$ cat config.mk
export PLATFORM = sky130hd
export DESIGN_NAME = control_sequencer
export DESIGN_NICKNAME = d
export VERILOG_FILES = /design/src/rtl/control_sequencer.sv
export SDC_FILE = /design/constraint.sdc
export NUM_CORES = 1
export LEC_CHECK = 0
export ABC_AREA = 1
export CORE_ASPECT_RATIO = 0.7
export CORE_UTILIZATION = 42
export CTS_BUF_LIST = sky130_fd_sc_hd__clkbuf_16
export CTS_CLUSTER_DIAMETER = 30
export DETAILED_ROUTE_END_ITERATION = 12
export MAX_ROUTING_LAYER = met4
export PLACE_DENSITY = 0.86
export SKIP_CTS_REPAIR_TIMING = 1
export SLEW_MARGIN = 0
export SYNTH_ARGS = -nofsm -noshare
export SYNTH_HDL_FRONTEND = slang
export SYNTH_SLANG_ARGS = --single-unit
$ cat constraint.sdc
create_clock -name clk -period 2.85 [get_ports clk]
set_input_delay 0.285 -clock clk [delete_from_list [all_inputs] [get_ports clk]]
set_output_delay 0.285 -clock clk [all_outputs]
set_load 0.01 [all_outputs]
$ cat src/rtl/control_sequencer.sv
// control_sequencer: fetch/execute sequencer for the 16-bit CPU datapath.
// Latches one instruction word into ir on FETCH and steps the 4-bit control
// state through the per-opcode execution sequence, flagging the final cycle
// (done), the TRAP cycle (illegal) and counting retired instructions.
//
// Optional feature macro: SEQ_SINGLE_STEP_EN adds a `step` input; FETCH and all
// execution states then advance only on edges where step=1. IDLE->FETCH still
// needs only run. Without the macro the block advances every cycle.
//
// Handshake: run is a level request sampled only while the sequencer is in
// IDLE (busy=0); while busy=1 run is ignored and never queued. din has no
// valid/ready of its own: it must be valid during the FETCH cycle and is
// captured at the edge that ends it.
module control_sequencer #(
  parameter int CNT_W = 16
) (
  input  logic             clk,
  input  logic             resetn,
  input  logic             run,
  input  logic [15:0]      din,
  output logic [15:0]      ir,
  output logic [3:0]       state,
  output logic             busy,
  output logic             done,
  output logic             illegal,
  output logic [CNT_W-1:0] instr_count
`ifdef SEQ_SINGLE_STEP_EN
  ,
  input  logic             step
`endif
);

  typedef enum logic [3:0] {
    S_IDLE   = 4'b0000,
    S_FETCH  = 4'b0001,
    S_LOAD   = 4'b0010,
    S_MOVE   = 4'b0011,
    S_LDPC   = 4'b0100,
    S_BRANCH = 4'b0101,
    S_SUB0   = 4'b0110,
    S_SUB1   = 4'b0111,
    S_SUB2   = 4'b1000,
    S_ADD0   = 4'b1001,
    S_ADD1   = 4'b1010,
    S_ADD2   = 4'b1011,
    S_XOR0   = 4'b1100,
    S_XOR1   = 4'b1101,
    S_XOR2   = 4'b1110,
    S_TRAP   = 4'b1111
  } state_t;

  localparam logic [CNT_W-1:0] CNT_ONE = {{(CNT_W-1){1'b0}}, 1'b1};

  state_t           state_q, state_d;
  logic [15:0]      ir_q, ir_d;
  logic [CNT_W-1:0] cnt_q, cnt_d;
  logic             busy_q, busy_d;
  logic             done_q, done_d;
  logic             illegal_q, illegal_d;
  logic             adv;

`ifdef SEQ_SINGLE_STEP_EN
  assign adv = step;
`else
  assign adv = 1'b1;
`endif

  // Next-state, instruction latch and retire counter.
  always_comb begin
    state_d = state_q;
    ir_d    = ir_q;
    cnt_d   = cnt_q;
    case (state_q)
      S_IDLE: begin
        if (run) state_d = S_FETCH;
      end
      S_FETCH: begin
        if (adv) begin
          ir_d = din;
          case (din[15:13])
            3'b000:  state_d = S_LOAD;
            3'b001:  state_d = S_MOVE;
            3'b010:  state_d = S_LDPC;
            3'b011:  state_d = S_BRANCH;
            3'b100:  state_d = S_SUB0;
            3'b101:  state_d = S_ADD0;
            3'b110:  state_d = S_XOR0;
            default: state_d = S_TRAP;
          endcase
        end
      end
      S_LOAD, S_MOVE, S_LDPC, S_BRANCH, S_TRAP,
      S_SUB2, S_ADD2, S_XOR2: begin
        if (adv) state_d = S_IDLE;
      end
      S_SUB0: if (adv) state_d = S_SUB1;
      S_SUB1: if (adv) state_d = S_SUB2;
      S_ADD0: if (adv) state_d = S_ADD1;
      S_ADD1: if (adv) state_d = S_ADD2;
      S_XOR0: if (adv) state_d = S_XOR1;
      S_XOR1: if (adv) state_d = S_XOR2;
      default: state_d = S_IDLE;
    endcase
    // done_q mirrors the current state, so this counts exits from final states.
    if (adv && done_q) cnt_d = cnt_q + CNT_ONE;
  end

  // Flag outputs precomputed from the next state so they register alongside it.
  always_comb begin
    busy_d    = (state_d != S_IDLE);
    illegal_d = (state_d == S_TRAP);
    case (state_d)
      S_LOAD, S_MOVE, S_LDPC, S_BRANCH, S_TRAP,
      S_SUB2, S_ADD2, S_XOR2: done_d = 1'b1;
      default:                done_d = 1'b0;
    endcase
  end

  // State and output registers with synchronous active-low reset.
  always_ff @(posedge clk) begin
    if (!resetn) begin
      state_q   <= S_IDLE;
      ir_q      <= 16'h0000;
      cnt_q     <= '0;
      busy_q    <= 1'b0;
      done_q    <= 1'b0;
      illegal_q <= 1'b0;
    end else begin
      state_q   <= state_d;
      ir_q      <= ir_d;
      cnt_q     <= cnt_d;
      busy_q    <= busy_d;
      done_q    <= done_d;
      illegal_q <= illegal_d;
    end
  end

  assign state       = state_q;
  assign ir          = ir_q;
  assign instr_count = cnt_q;
  assign busy        = busy_q;
  assign done        = done_q;
  assign illegal     = illegal_q;

endmodule
==> metrics.txt <==
Post-synth EDFFs 0; Layout area overhead 43.5%; Worst Setup End Kind flop; total gr overflow 0; register area share after synthesis 0.454; largest net degree at the start of global routing 22; gpl congestion 0.906; DRT Pass-1 Iters 4; Post-Layout Inst Area between 2000 and 2500 um^2; RSZ-0062 raised after global routing false; HPWL after detailed placement 2920 um; Synth Instances 241; final hold violations 0; vias in the first global route 1588; fin. max-slew vios 0; top-count cell post-synth nor2_1; clk sinks 39; Max rail drop VDD 0.000634 V; GRT Max-Usage Layer met2; Adder-Cell Fraction of Synth Area 0.0146; Clock Root Buffer clkbuf_16; routed len/inst 11.0 um; layout cell share with drive strength beyond 1 0.0795; Required @ worst endpoint 3.02 ns; drt drc 0; largest family of logic cells by synthesized area simple AND/OR/NAND/NOR gates; mapped cell area 1720 um^2; Post-synth ARST share 0; antenna violations before repair 0; Highest Clock Rate 565 MHz; crit start category flop; ys flop type dfxtp_1; vias per cell 4.82; antenna-violating nets left 0; Antenna Cells 0; CP Max Fanout 21; fin util 0.629; via count 1708; Pwr Total 1.62 mW; Max-slew headroom 0.602; Slew @ Worst Pin 0.595 ns; clock buffer depth 2; H-tree depth 2; Yosys reg bits 39; Starting Density 0.438; fin nets 322; Worst Hold Class flop to flop; placed instance area approximately 2300 um^2; DR iter-0 viols 108; crit path kind flop to flop; met3 usage 0.0496; Die ar. 4360 um^2; Total Routed Length 3890 um; Synth Area in Simple Gates 0.339; CTS tree done; WP data arrival 1.94 ns; power per standard cell area 657 nW/um^2; Syn Area/Cell 7.13 um^2; compound-cell area share of the yosys netlist 0.0975; Finish-stage setup viols 0; post-route minimum period 1.77 ns; clk_lat worst skew 0.27 ns; Clock transition at path regs approximately 0.050 ns; die width 78.5 um; Placement Rows 19; CTS Buf Count 5; total of max-cap violations 0; post-synthesis mux area share 0; part of the cycle the worst path needs 0.621; Die Height 55.5 um; YS warnings 0; setup total negative slack 0 ns; I/O pin count 58; GRT Total Usage 0.196; met2 Use GR 0.303; Mapped Nets 262; first-pass GRT wire length 6600 um; P_leak about 1.0 nW; PortBufs 57; met1 usage 0.255; Synth area leaders dfxtp_1 45%, nor2_1 12%, nand2_1 10%; commonest cells in the netlist 54 x nor2_1, 47 x nand2_1, 39 x dfxtp_1; Synth top area share 0.454; Core ar. ~3900 um^2; run status finished, final reports clean; Final Skew 0.00409 ns; cell taking the most area after synthesis dfxtp_1; Distinct cells, synth 24; XOR/XNOR share of the synthesized area 0.0153
-- per-layer routing --
layer / share of wire / up-vias / wire length (um)
met5: 0 / - / 0
li1: - / 886 / -
met3: 0.074 / 5 / 289
met1: 0.48 / 757 / 1870
met4: 0.0098 / 0 / 38
met2: 0.44 / 60 / 1700
-- cell usage in the layout, fill, tap and decap left out --
master           count
a21oi_1             14
buf_4                2
clkbuf_16            5
clkdlybuf4s50_1     57
clkinv_1             2
dfxtp_1             39
ha_1                 2
inv_1               23
inv_2                4
nand2_1             47
nand2_2              6
nand3_1             10
nand3_2              3
nand4_1              4
nor2_1              54
nor2_2               2
nor2_4               1
nor3_1               3
nor3_4               1
o211ai_1             1
o21ai_0             18
or3_1                1
xnor2_1              2
xor2_1               1
-- per-stage QoR --
stage / instances / hold slack (ns) / setup slack (ns)
global route: 354 / 0.509 / 0.881
global placement: 346 / 0.457 / 1.06
CTS: 354 / 0.472 / 1.09
finish: 354 / 0.470 / 1.08
floorplan: 241 / 0.420 / 1.26
detailed placement: 346 / 0.464 / 1.03
-- kinds of logic after synthesis --
group | after synthesis
compound gates | 33
fa+ha+maj | 2
buf+inv | 32
simple gates | 132
xor+xnor | 3
flops | 39
-- worst paths after layout --
kind / startpoint / endpoint / slack, ns / cells after the start
worst min-delay path: instr_count[7] / instr_count[7] / 0.47 / 2
worst min register to register: instr_count[7] / instr_count[7] / 0.47 / 2
worst max-delay path: state[2] / done / 1.08 / 14
worst max register to register: state[2] / done / 1.08 / 14
-- layout make-up --
cell class / instances / area [um^2]
Inverter: 26 / 97.6
Timing Repair Buffer: 59 / 586
Clock buffer: 5 / 125
Clock inverter: 3 / 11.3
Multi-Input combinational cell: 170 / 802
Tap cell: 52 / 65.1
Fill cell: 355 / 1460
Sequential cell: 39 / 781
-- power by group --
group / internal, mW / switching (mW)
registers: 0.621 / 0.0546
clock network: 0.314 / 0.191
logic: 0.221 / 0.219
total: 1.16 / 0.465
-- worst max-delay path: stages, from the launching register on --
cell and delay, ns:
dfxtp_1 0.42, inv_2 0.07, nand2_2 0.10, nor2_4 0.03, buf_4 0.19, nand2_1 0.11, o211ai_1 0.11, nand2_1 0.07
inv_1 0.04, ha_1 0.26, inv_1 0.03, nand4_1 0.08, nand2_1 0.05, nand2_1 0.05, nand2_1 0.04
-- flip-flops by register name (all words and copies together) (netlist names) --
register,cells
busy,1
done,1
illegal,1
instr_count,16
ir,16
state,4
No activity file was read; power rests on OpenSTA's default activity.
